$ cat config.mk
export PLATFORM = sky130hd
export DESIGN_NAME = eu_wb_stage_flat
export DESIGN_NICKNAME = d
export VERILOG_FILES = /design/src/rtl/eu_wb_stage_pkg.sv /design/src/rtl/eu_wb_stage_if.sv /design/src/rtl/eu_wb_stage_wb_fifo2.sv /design/src/rtl/eu_wb_stage.sv /design/src/flat_wrapper.sv
export SDC_FILE = /design/constraint.sdc
export NUM_CORES = 1
export LEC_CHECK = 0
export ABC_AREA = 1
export CAP_MARGIN = 5
export CORE_ASPECT_RATIO = 1.1
export CORE_UTILIZATION = 46
export DETAILED_ROUTE_END_ITERATION = 10
export PLACE_DENSITY = 0.91
export SETUP_SLACK_MARGIN = 0.1
export SYNTH_ARGS = -nofsm -noshare
export SYNTH_HDL_FRONTEND = slang
export SYNTH_SLANG_ARGS = --single-unit
$ cat constraint.sdc
create_clock -name clk_i -period 2.76 [get_ports clk_i]
set_input_delay 0.552 -clock clk_i [delete_from_list [all_inputs] [get_ports clk_i]]
set_output_delay 0.552 -clock clk_i [all_outputs]
set_load 0.02 [all_outputs]
$ cat src/rtl/eu_wb_stage_pkg.sv
// eu_wb_stage_pkg: opcode encodings, widths and the writeback entry type
package eu_wb_stage_pkg;
  localparam int DATAWIDTH = 32;
  localparam int REG_AW = 5;
  localparam int DEPTH = 2;
  typedef enum logic [3:0] {
    ADD = 4'd0, ADDI = 4'd1, SUB = 4'd2,
    AND = 4'd3, OR = 4'd4, XOR = 4'd5, NOT = 4'd6,
    SLL = 4'd7, SLLI = 4'd8, SLR = 4'd9, SLRI = 4'd10
  } func_t;
  typedef enum logic [1:0] {CLS_MATH, CLS_GATE, CLS_SHIFT, CLS_ILL} func_cls_e;
  typedef enum logic [1:0] {EMPTY = 2'd0, ONE = 2'd1, TWO = 2'd2} fill_e;
  typedef struct packed {
    logic [REG_AW-1:0] rd;
    logic [DATAWIDTH-1:0] data;
  } wb_entry_t;
  function automatic func_cls_e classify(func_t f);
    return (f inside {ADD, ADDI, SUB}) ? CLS_MATH :
           (f inside {AND, OR, XOR, NOT}) ? CLS_GATE :
           (f inside {SLL, SLLI, SLR, SLRI}) ? CLS_SHIFT : CLS_ILL;
  endfunction
endpackage

$ cat src/rtl/eu_wb_stage_if.sv
// eu_wb_stage_if: register-file write port (valid/ready, address, data)
// master drives valid/addr/data and samples ready; slave is the register file.
interface eu_wb_stage_if;
  import eu_wb_stage_pkg::*;
  logic valid;
  logic ready;
  logic [REG_AW-1:0] addr;
  logic [DATAWIDTH-1:0] data;
  modport master (output valid, addr, data, input ready);
  modport slave (input valid, addr, data, output ready);
endinterface

$ cat src/rtl/eu_wb_stage_wb_fifo2.sv
// wb_fifo2: two-entry in-order buffer of wb_entry_t exposing head and tail
// push_i/din_i write the tail (ignored when full), pop_i removes the head,
// head_o is the oldest entry, tail_o the youngest, full_o/empty_o report fill.
module wb_fifo2
  import eu_wb_stage_pkg::*;
(
  input  logic      clk_i,
  input  logic      arst_ni,
  input  logic      push_i,
  input  logic      pop_i,
  input  wb_entry_t din_i,
  output logic      full_o,
  output logic      empty_o,
  output wb_entry_t head_o,
  output wb_entry_t tail_o
);
  fill_e state_q, state_d;
  wb_entry_t [DEPTH-1:0] mem_q;
  logic rd_q, rd_d, wr_idx, do_push, do_pop;
  assign do_push = push_i & (state_q != TWO);
  assign do_pop = pop_i & (state_q != EMPTY);
  assign wr_idx = rd_q ^ (state_q == ONE);
  always_comb begin
    state_d = state_q == EMPTY ? (do_push ? ONE : EMPTY) :
              state_q == ONE ? (do_push == do_pop ? ONE : (do_push ? TWO : EMPTY)) :
              (do_pop ? ONE : TWO);
    rd_d = rd_q ^ do_pop;
  end
  always_ff @(posedge clk_i or negedge arst_ni) begin
    if (!arst_ni) begin
      state_q <= EMPTY;
      rd_q <= 1'b0;
      mem_q <= '0;
    end else begin
      state_q <= state_d;
      rd_q <= rd_d;
      if (do_push) mem_q[wr_idx] <= din_i;
    end
  end
  assign full_o = state_q == TWO;
  assign empty_o = state_q == EMPTY;
  assign head_o = mem_q[rd_q];
  assign tail_o = mem_q[rd_q ^ (state_q == TWO)];
endmodule

$ cat src/rtl/eu_wb_stage.sv
// eu_wb_stage: selects the eu_merge result by func, buffers it, writes it back
// valid_i/ready_o/func_i/rd_addr_i/res_* form the upstream side, wb is the
// register-file write port, fwd_* expose the youngest buffered result,
// illegal_o pulses for an accepted undefined func, retired_cnt_o counts writes.
module eu_wb_stage
  import eu_wb_stage_pkg::*;
#(
  parameter int CNT_W = 32
) (
  input  logic                 clk_i,
  input  logic                 arst_ni,
  input  logic                 valid_i,
  output logic                 ready_o,
  input  func_t                func_i,
  input  logic [REG_AW-1:0]    rd_addr_i,
  input  logic [DATAWIDTH-1:0] res_math,
  input  logic [DATAWIDTH-1:0] res_gate,
  input  logic [DATAWIDTH-1:0] res_shift,
  eu_wb_stage_if.master        wb,
  output logic                 fwd_valid_o,
  output logic [REG_AW-1:0]    fwd_addr_o,
  output logic [DATAWIDTH-1:0] fwd_data_o,
  output logic                 illegal_o,
  output logic [CNT_W-1:0]     retired_cnt_o
);
  func_cls_e cls;
  wb_entry_t din, head, tail;
  logic accept, push, pop, full, empty, illegal_q, illegal_d;
  logic [CNT_W-1:0] cnt_q, cnt_d;
  assign cls = classify(func_i);
  assign accept = valid_i & ready_o;
  assign push = accept & (cls != CLS_ILL);
  assign pop = wb.valid & wb.ready;
  always_comb begin
    din.rd = rd_addr_i;
    din.data = cls == CLS_MATH ? res_math : cls == CLS_GATE ? res_gate : res_shift;
    illegal_d = accept & (cls == CLS_ILL);
    cnt_d = cnt_q + CNT_W'(pop);
  end
  wb_fifo2 u_fifo (
    .clk_i   (clk_i),
    .arst_ni (arst_ni),
    .push_i  (push),
    .pop_i   (pop),
    .din_i   (din),
    .full_o  (full),
    .empty_o (empty),
    .head_o  (head),
    .tail_o  (tail)
  );
  always_ff @(posedge clk_i or negedge arst_ni) begin
    if (!arst_ni) begin
      illegal_q <= 1'b0;
      cnt_q <= '0;
    end else begin
      illegal_q <= illegal_d;
      cnt_q <= cnt_d;
    end
  end
  assign ready_o = ~full;
  assign wb.valid = ~empty;
  assign wb.addr = head.rd;
  assign wb.data = head.data;
  assign fwd_valid_o = ~empty;
  assign fwd_addr_o = tail.rd;
  assign fwd_data_o = tail.data;
  assign illegal_o = illegal_q;
  assign retired_cnt_o = cnt_q;
endmodule
$ cat src/flat_wrapper.sv
// flat-port wrapper written by rule: the top's interface ports become plain ports
module eu_wb_stage_flat import eu_wb_stage_pkg::*;
#(
  parameter int CNT_W = 32
)
  (clk_i, arst_ni, valid_i, ready_o, func_i, rd_addr_i, res_math, res_gate, res_shift, fwd_valid_o, fwd_addr_o, fwd_data_o, illegal_o, retired_cnt_o, wb_valid, wb_addr, wb_data, wb_ready);
  eu_wb_stage_if wb_i ();
  input  logic clk_i;
  input  logic arst_ni;
  input  logic valid_i;
  output logic ready_o;
  input  func_t func_i;
  input  logic [REG_AW-1:0] rd_addr_i;
  input  logic [DATAWIDTH-1:0] res_math;
  input  logic [DATAWIDTH-1:0] res_gate;
  input  logic [DATAWIDTH-1:0] res_shift;
  output logic fwd_valid_o;
  output logic [REG_AW-1:0] fwd_addr_o;
  output logic [DATAWIDTH-1:0] fwd_data_o;
  output logic illegal_o;
  output logic [CNT_W-1:0] retired_cnt_o;
  output wire logic [$bits(wb_i.valid)-1:0] wb_valid;
  output wire logic [$bits(wb_i.addr)-1:0] wb_addr;
  output wire logic [$bits(wb_i.data)-1:0] wb_data;
  input wire logic [$bits(wb_i.ready)-1:0] wb_ready;
  assign wb_valid = wb_i.valid;
  assign wb_addr = wb_i.addr;
  assign wb_data = wb_i.data;
  assign wb_i.ready = wb_ready;
  eu_wb_stage #(.CNT_W(CNT_W)) u_core (.clk_i(clk_i), .arst_ni(arst_ni), .valid_i(valid_i), .ready_o(ready_o), .func_i(func_i), .rd_addr_i(rd_addr_i), .res_math(res_math), .res_gate(res_gate), .res_shift(res_shift), .wb(wb_i), .fwd_valid_o(fwd_valid_o), .fwd_addr_o(fwd_addr_o), .fwd_data_o(fwd_data_o), .illegal_o(illegal_o), .retired_cnt_o(retired_cnt_o));
endmodule
After elaboration in Yosys (flattened, before gate mapping)
Index checks and enable logic that the tools add are counted.
{"block": "word_totals", "reg_bits": 110, "input_bits": 109, "out_inout_bits": 110, "wordCells": 67}
{"block": "classes", "addsub": 1, "order_cmp": 4, "n_eq_ne": 17, "muxes": 18, "bitwise": 11, "reduce_logical": 8}
{"cell": "$mux W37", "count": 5}
{"cell": "$bwmux W74", "count": 1}
{"cell": "$mux W32", "count": 2}
{"cell": "$demux W37 S1", "count": 1}
{"cell": "$add A32 B1 Y32", "count": 1}
{"cell": "$eq A4 B3 Y1 const B", "count": 4}
{"cell": "$mux W2", "count": 7}
{"cell": "$eq A4 B4 Y1 const B", "count": 3}
{"cell": "$eq A4 B2 Y1 const B", "count": 2}
{"cell": "$reduce_bool A4 Y1", "count": 2}
{"cell": "$and A1 B1 Y1", "count": 6}
{"cell": "$lt A1 B2 Y1 const B", "count": 3}
{"cell": "$eq A2 B1 Y1 const B", "count": 2}
{"cell": "$eq A2 B2 Y1 const B", "count": 2}
{"cell": "$eq A4 B1 Y1 const B", "count": 1}
{"cell": "$logic_not A2 Y1", "count": 2}
{"cell": "$logic_not A4 Y1", "count": 1}
{"cell": "$ne A2 B2 Y1 const B", "count": 2}
{"cell": "$reduce_bool A3 Y1", "count": 1}
{"cell": "$xor A1 B1 Y1", "count": 3}
{"cell": "$mux W1", "count": 2}
{"cell": "$not A1 Y1", "count": 2}
{"cell": "$reduce_bool A2 Y1", "count": 1}
{"cell": "$eq A1 B1 Y1", "count": 1}
{"cell": "other kinds (2)", "count": 2}

Logic depth before layout (Yosys ltp)
Gate-level depths: netlist of the first run.
{"block": "depth", "ltp_word": 12, "ltp_mapped": 11, "depth_no_buf": 11}

By module
From an unflattened synthesis of the first run, not the netlist that was laid out.
{"block": "hier_totals", "hier_cells": 984, "area_unflattened_um2": 6792.8}
{"module": "wb_fifo2", "instances": 1, "cells_each": 585, "area_per_inst_um2": 4331.7, "seq_area_each_um2": 1926.8}
{"module": "eu_wb_stage", "instances": 1, "cells_each": 399, "area_per_inst_um2": 2461.1, "seq_area_each_um2": 825.8}

Worst setup path after synthesis of the first run
Ideal clock, no wire load.
{"block": "synth_timing", "path_type": "input -> register", "startpoint": "input wb_ready", "endpoint": "register u_core.cnt_q[28], in the netlist u_core.retired_cnt_o[28]", "setup_time_ns": 0.117, "arrival_ns": 1.988, "required_time_ns": 2.643, "slack_ns": 0.655, "cell_stages": 11, "n_path_buf": 0, "cell_sequence": "inv_1 nor2_1 ha_1 ha_1 inv_1 nor2_1 inv_1 nor2_1 nand2_1 nand2_1 nand2_1"}
{"block": "synth_via", "elab_chain_cells": 2}
{"item": "from (decl)", "line_no": "flat_wrapper.sv:25", "source": "input wire logic [$bits(wb_i.ready)-1:0] wb_ready;"}
{"item": "$and A1 B1 Y1", "line_no": "eu_wb_stage.sv:33", "source": "assign pop = wb.valid & wb.ready;"}
{"item": "$add A32 B1 Y32", "line_no": "eu_wb_stage.sv:38", "source": "cnt_d = cnt_q + CNT_W'(pop);"}
{"item": "via u_core.cnt_d[28]", "line_no": "eu_wb_stage.sv:29", "source": "logic [CNT_W-1:0] cnt_q, cnt_d;"}
{"item": "to (signal assigned)", "line_no": "eu_wb_stage.sv:57", "source": "cnt_q <= cnt_d;"}
{"item": "to (decl)", "line_no": "eu_wb_stage.sv:29"}
The timed path passes the listed nets, and every way through them passes these cells.
A chain may end at the register's enable or synchronous reset.

Worst setup path in the final report of the first run
{"block": "layout_timing", "startpoint": "register u_core.u_fifo.rd_q", "endpoint": "output wb_data[13]"}
{"block": "layout_via", "elab_chain_cells": 2}
{"item": "from (decl)", "line_no": "eu_wb_stage_wb_fifo2.sv:19", "source": "logic rd_q, rd_d, wr_idx, do_push, do_pop;"}
{"item": "from (signal assigned)", "line_no": "eu_wb_stage_wb_fifo2.sv:36", "source": "rd_q <= rd_d;"}
{"item": "$mux W37 (not written as such) (2 in a row)", "line_no": "eu_wb_stage_wb_fifo2.sv:42", "source": "assign head_o = mem_q[rd_q];"}
{"item": "to (decl)", "line_no": "flat_wrapper.sv:24", "source": "output wire logic [$bits(wb_i.data)-1:0] wb_data;"}
No other way between the ends. The select of a mux whose other input is x is not followed.

==> flow_metrics.tcl, run 1 <==
set metrics [dict create \
    worst-path-buf-inv 3 \
    synth-seq-area-share 0.430 \
    cts_tree "done" \
    async_reset_ff_frac 1.00 \
    avgSynthCellArea_um2 6.98 \
    core-area_um2 13400 \
    utilization 0.671 \
    p_per_area_nw_per_um2 1070 \
    fin_tns_setup_ns 0 \
    slew_viol_final 0 \
    hp-class "in -> async" \
    htreeDepth 3 \
    cts_buffers 9 \
    viasPerCell 5.23 \
    start_util 0.479 \
    syn_inst 918 \
    antenna_found_initial 0 \
    cp_slowest_stage_delay_ns 0.68 \
    cts_sinks 110 \
    drc 0 \
    finalHoldViolCount 0 \
    final_area_um2 8970 \
    synthSimpleGateAreaFrac 0.383 \
    track_usage 0.272 \
    placedInstanceArea_um2 8710 \
    die_width_um 114 \
    finalCriticalPeriod_ns 2.61 \
    synth-seq-cells 110 \
    root_buffer "clkbuf_16" \
    finalClockSkew_ns 0.0142 \
    grt_pass1_vias 6466 \
    dpl.hpwl_um 14500 \
    num_vias 6855 \
    clk_path_buf_depth 2 \
    area_delta_synth_final_pct 40.1 \
    instances_no_fill 1310 \
    nNetsFinal 1233 \
    ios 219 \
    relSlewSlack 0.284 \
    synth_ff_type "dfrtp_1" \
    fp.dieH_um 126 \
    rsz0062_at_grt "no" \
    slowest_stage "clkdlybuf4s50_1" \
    worstMarginPinSlew_ns 1.07 \
    drt_iter0_markers 518 \
    synth_xor_area_frac 0.0301 \
    synth_compound_area_frac 0.0676 \
    holdBufCountCts 0 \
    n_antenna_cell 0 \
    cap_viol_max_count 0 \
    synth_edf_count 0 \
    final_cell_mix "nand2_1 (446), clkdlybuf4s50_1 (171), dfrtp_1 (110)" \
    yosys.area_share.adder 0.00586 \
    fin_crit_sh 0.946 \
    final_layout_size_suffix_gt1_frac 0.0542 \
    fillers 1107 \
    synth_warnings 0 \
    path_clk_slew_ns 0.07 \
    ir_drop_uv 619 \
    rows 44 \
    layout_commonest_cell "nand2_1" \
    grt_pass1_wl_um 30800 \
    critPathArrivalTime_ns 2.06 \
    ys_types 26 \
    worstSetupPathType "reg -> out" \
    setup_viol 0 \
    status "finished clean" \
    gp_congestion 0.848 \
    syn_nets 1030 \
    cp-end-kind "primary output" \
    path_cells "inv_4, buf_4, o21ai_0, clkdlybuf4s50_1" \
    cp_data_required_time_ns 2.21 \
    gr-total-overflow 0 \
    dpl.cell_count 1293 \
    start_kind "flip-flop" \
    drt_first_pass_iters 4 \
    crit_family "buffers and inverters" \
    wl_um 20100 \
    p_total_mw 9.59 \
    syn_area_um2 6400 \
    detail_route.wl_per_cell_um 15.3 \
    dieArea_um2 14400 \
    antenna_left 0 \
    worstSkewPairLatency_ns 0.35 \
    portBuffers 218 \
    synth.mux.area_fraction 0 \
    path_max_fanout 19 \
    synth_top_family_by_area "simple AND/OR/NAND/NOR gates" \
    grt_max_degree 60 \
    leakage_nw 4.33 \
    max_freq_mhz 383 \
]
-- where the power goes --
group / total (mW) / internal (mW) / switching (mW)
Combinational: 5.81 / 2.23 / 3.58
Clock: 1.23 / 0.664 / 0.569
Sequential: 2.55 / 2.17 / 0.382
Total: 9.59 / 5.06 / 4.53
-- synth_stat cells (2+ instances only) --
cell / number / share of area
xnor2_1: 4 / 0.0055
nand2_1: 446 / 0.26
nand3_1: 35 / 0.027
buf_2: 7 / 0.0055
o21ai_1: 23 / 0.018
buf_6: 12 / 0.021
buf_4: 8 / 0.0094
dfrtp_1: 110 / 0.43
nand2_2: 4 / 0.0039
nand3b_1: 15 / 0.018
nor2_1: 55 / 0.032
inv_1: 55 / 0.032
nand2_4: 2 / 0.0035
clkbuf_1: 20 / 0.012
o21ai_0: 62 / 0.048
nand4_1: 32 / 0.031
xor2_1: 13 / 0.018
inv_2: 5 / 0.0029
ha_1: 3 / 0.0059
-- path summary, 6_finish.rpt --
kind	from	endpoint	slack [ns]	depth (start not counted)
max	u_core.u_fifo.rd_q	wb_data[13]	0.15	4
min	arst_ni	u_core.u_fifo.mem_q[4]	0.26	1
max reg2reg	u_core.u_fifo.state_q[0]	u_core.retired_cnt_o[28]	0.67	11
min reg2reg	u_core.u_fifo.mem_q[43]	u_core.u_fifo.mem_q[43]	0.48	2
max in group asynchronous	arst_ni	u_core.u_fifo.mem_q[1]	1.80	2
min in group clk_i	u_core.u_fifo.mem_q[43]	u_core.u_fifo.mem_q[43]	0.48	2
-- per-layer routing --
metal  vias to the layer above  share of wire  global-route usage
met2                       318           0.48               0.487
met3                        42          0.094              0.0582
met4                         0          0.031               0.111
met1                      3215           0.39               0.314
li1                       3280              -                   -
met5                         -              0                   0
-- area by class of cell --
| type | instances | area, µm² | share of cell area |
|---|---|---|---|
| Multi-Input combinational cell | 700 | 3140 | 0.349 |
| Sequential cell | 110 | 2750 | 0.307 |
| Timing Repair Buffer | 239 | 2340 | 0.260 |
| Clock buffer | 12 | 256 | 0.0286 |
| Inverter | 61 | 231 | 0.0258 |
| Tap cell | 184 | 230 | 0.0257 |
| Clock inverter | 4 | 28.8 | 0.00321 |
-- sequential cells by signal, indices dropped and copies added (netlist names) --
signal                 flops
u_core.u_fifo.mem_q       74
u_core.u_fifo.state_q      2
u_core.retired_cnt_o      32
u_core.u_fifo.rd_q         1
u_core.illegal_o           1
-- metrics by stage --
stage | worst slack (ns) | hold slack, ns
floorplan | 0.655 | 0.256
global placement | 0.278 | 0.462
detailed placement | 0.152 | 0.465
CTS | 0.103 | 0.300
global route | 0.102 | 0.320
finish | 0.150 | 0.264
-- what timing repair did --
| item | 4_1_cts | 5_1_grt |
|---|---|---|
| gates resized for setup | 44 | 28 |
| setup buffers | 0 | 0 |
| endpoints found under the setup margin | 55 | 22 |
| gates cloned | 1 | 0 |
-- worst reg2reg max path, cell delays in order, from the launching register on --
cell and delay (ns):
dfrtp_1 0.40, nor2_1 0.11, nor2_1 0.14, ha_1 0.20, ha_1 0.26, inv_1 0.08
nor2_1 0.29, inv_1 0.10, nor2_1 0.22, nand2_1 0.08, nand2_1 0.06, nand2_1 0.05
-- logic make-up (layout without fill, tap and decap cells) --
logic type                 Yosys count  in the layout
adders and majority gates            3              3
xor gates and xnor gates            19             19
DFF                                110            110
AOI/OAI and AO/OA                   86             86
and+or+nand+nor                    592            592
buffers and inverters              108            316
Note: power is estimated with default switching activity, not from simulation.
==> run 2: changes to the inputs <==
--- a/config.mk
+++ b/config.mk
@@ -8,10 +8,12 @@
 export ABC_AREA = 1
 export CAP_MARGIN = 5
 export CORE_ASPECT_RATIO = 1.1
-export CORE_UTILIZATION = 46
+export CORE_UTILIZATION = 45
 export DETAILED_ROUTE_END_ITERATION = 10
-export PLACE_DENSITY = 0.91
+export DONT_BUFFER_PORTS = 1
+export PLACE_DENSITY = 0.7
 export SETUP_SLACK_MARGIN = 0.1
+export SLEW_MARGIN = 40
 export SYNTH_ARGS = -nofsm -noshare
 export SYNTH_HDL_FRONTEND = slang
 export SYNTH_SLANG_ARGS = --single-unit
==> run 2 against run 1 <==
Net effect: the flow now finishes with violations (hold timing); non-clock buffer count fell by 171; first-iteration DRC count fell by 25%; register-to-register slack got worse by 0.17 ns; total power fell by 9.2%; worst hold slack got worse by 0.37 ns; critical endpoint is now fwd_data_o[20]; highest routed layer unchanged.
==> flow_metrics.tcl, run 2 (synthesis gave the netlist of run 1 again) <==
set metrics [dict create \
    slowest_stage "dfrtp_1" \
    critPathArrivalTime_ns 1.87 \
    rsz0062_at_grt "no" \
    cp-end-kind "primary output" \
    setup_viol 0 \
    nNetsFinal 1062 \
    layout_commonest_cell "nand2_1" \
    fin_crit_sh 0.877 \
    portBuffers 0 \
    whs_ns -0.104 \
    instances_no_fill 1142 \
    largest_reg_flops 74 \
    seq_area_um2 2750 \
    start_util 0.462 \
    gr-total-overflow 0 \
    finalHoldViolCount 110 \
    relSlewSlack 0.493 \
    core-area_um2 13900 \
    drt_first_pass_iters 5 \
    antenna_found_initial 0 \
    final_layout_size_suffix_gt1_frac 0.106 \
    cts_tree "done" \
    rows 45 \
    fin_tns_setup_ns 0 \
    grt_pass1_wl_um 27600 \
    finalClockSkew_ns 0.00774 \
    root_buffer "clkbuf_16" \
    antenna_left 0 \
    gp_congestion 0.835 \
    ir_drop_uv 791 \
    track_usage 0.247 \
    worstSkewPairLatency_ns 0.35 \
    cap_viol_max_count 0 \
    p_total_mw 8.71 \
    top_register "u_core.u_fifo.mem_q" \
    r2r-start "u_core.u_fifo.state_q[0]" \
    cp_slowest_stage_delay_ns 0.41 \
    cp-startpoint "u_core.u_fifo.state_q[0]" \
    num_vias 6004 \
    viasPerCell 5.26 \
    grt_max_degree 111 \
    hp-class "in -> async" \
    ios 219 \
    area_delta_synth_final_pct 11.9 \
    start_kind "flip-flop" \
    fp.dieH_um 127 \
    clk_path_buf_depth 2 \
    cts_buffers 9 \
    max_freq_mhz 413 \
    slew_viol_final 0 \
    dieArea_um2 14700 \
    violations "hold timing" \
    detail_route.wl_per_cell_um 15.7 \
    dpl.cell_count 1127 \
    fillers 1395 \
    status "finished with violations" \
    cts_setup_buffers 0 \
    grt_pass1_vias 5513 \
    path_clk_slew_ns 0.07 \
    drt_iter0_markers 389 \
    utilization 0.517 \
    htreeDepth 3 \
    path_max_fanout 74 \
    p_per_area_nw_per_um2 1220 \
    path_cells "inv_2, nand2_2, xor2_4, buf_12, nand2_1, o21ai_1" \
    cts_sinks 110 \
    drc 0 \
    reg2reg_depth 11 \
    multiInputGateArea_um2 3140 \
    cp_data_required_time_ns 2.21 \
    leakage_nw 3.59 \
    worstMarginPinSlew_ns 0.753 \
    die_width_um 116 \
    wl_um 17900 \
    worstSetupPathType "reg -> out" \
    finalCriticalPeriod_ns 2.42 \
    dpl.hpwl_um 12400 \
    final_cell_mix "nand2_1 (446), dfrtp_1 (110), buf_4 (67)" \
    cts-resized-gates 0 \
    n_antenna_cell 0 \
]
## run 2: changes by cell type in the layout (fill, tap and decap cells not counted), moves of 3 or more
cell / change
clkdlybuf4s50_1: -171
clkdlybuf4s15_1: -5
dlymetal6s2s_1: -3
dlygate4sd2_1: -31
clkbuf_2: -7
clkinv_2: +3
buf_4: +50
## run 2: area by class of cell
class                      count  share of cell area
sequential                   110               0.384
timing repair buffer          68              0.0730
clock buffer                  10              0.0334
multi-input combinational    700               0.438
inverter                      61              0.0320
clock inverter                 5             0.00699
tap                          188              0.0328
## run 2: where the power goes
group	total, mW	internal (mW)	switching (mW)
clock network	1.30	0.718	0.580
registers	2.61	2.17	0.441
logic	4.80	1.60	3.20
## run 2: critical path: cells and delay by family, from the launching register on
kind / cells / cell delay, ns
xor gates and xnor gates: 1 / 0.19
AOI/OAI and AO/OA: 1 / 0.27
buffers and inverters: 2 / 0.34
and+or+nand+nor: 2 / 0.28
DFF: 1 / 0.41
## run 2: path summary, 6_finish.rpt
kind / slack [ns] / end
worst max-delay path: 0.34 / fwd_data_o[20]
worst min-delay path: -0.10 / u_core.u_fifo.state_q[1]
worst max register to register: 0.50 / u_core.retired_cnt_o[28]
worst min register to register: 0.48 / u_core.u_fifo.mem_q[38]
max in group asynchronous: 2.72 / u_core.u_fifo.mem_q[22]
min in group clk_i: 0.33 / u_core.u_fifo.mem_q[71]
## run 2: per-layer routing
layer  share of wire  track usage
met4           0.012       0.0792
met5               0            0
met1            0.41        0.298
met2            0.50        0.427
met3           0.080       0.0664
## run 2: stage by stage
stage               cell area, µm²  worst slack (ns)  hold WS [ns]
floorplan                     6400             0.655         0.256
global placement              6880             0.467         0.260
detailed placement            6880             0.420         0.260
CTS                           7160             0.315        -0.124
global route                  7160             0.201        -0.124
finish                        7160             0.338        -0.104
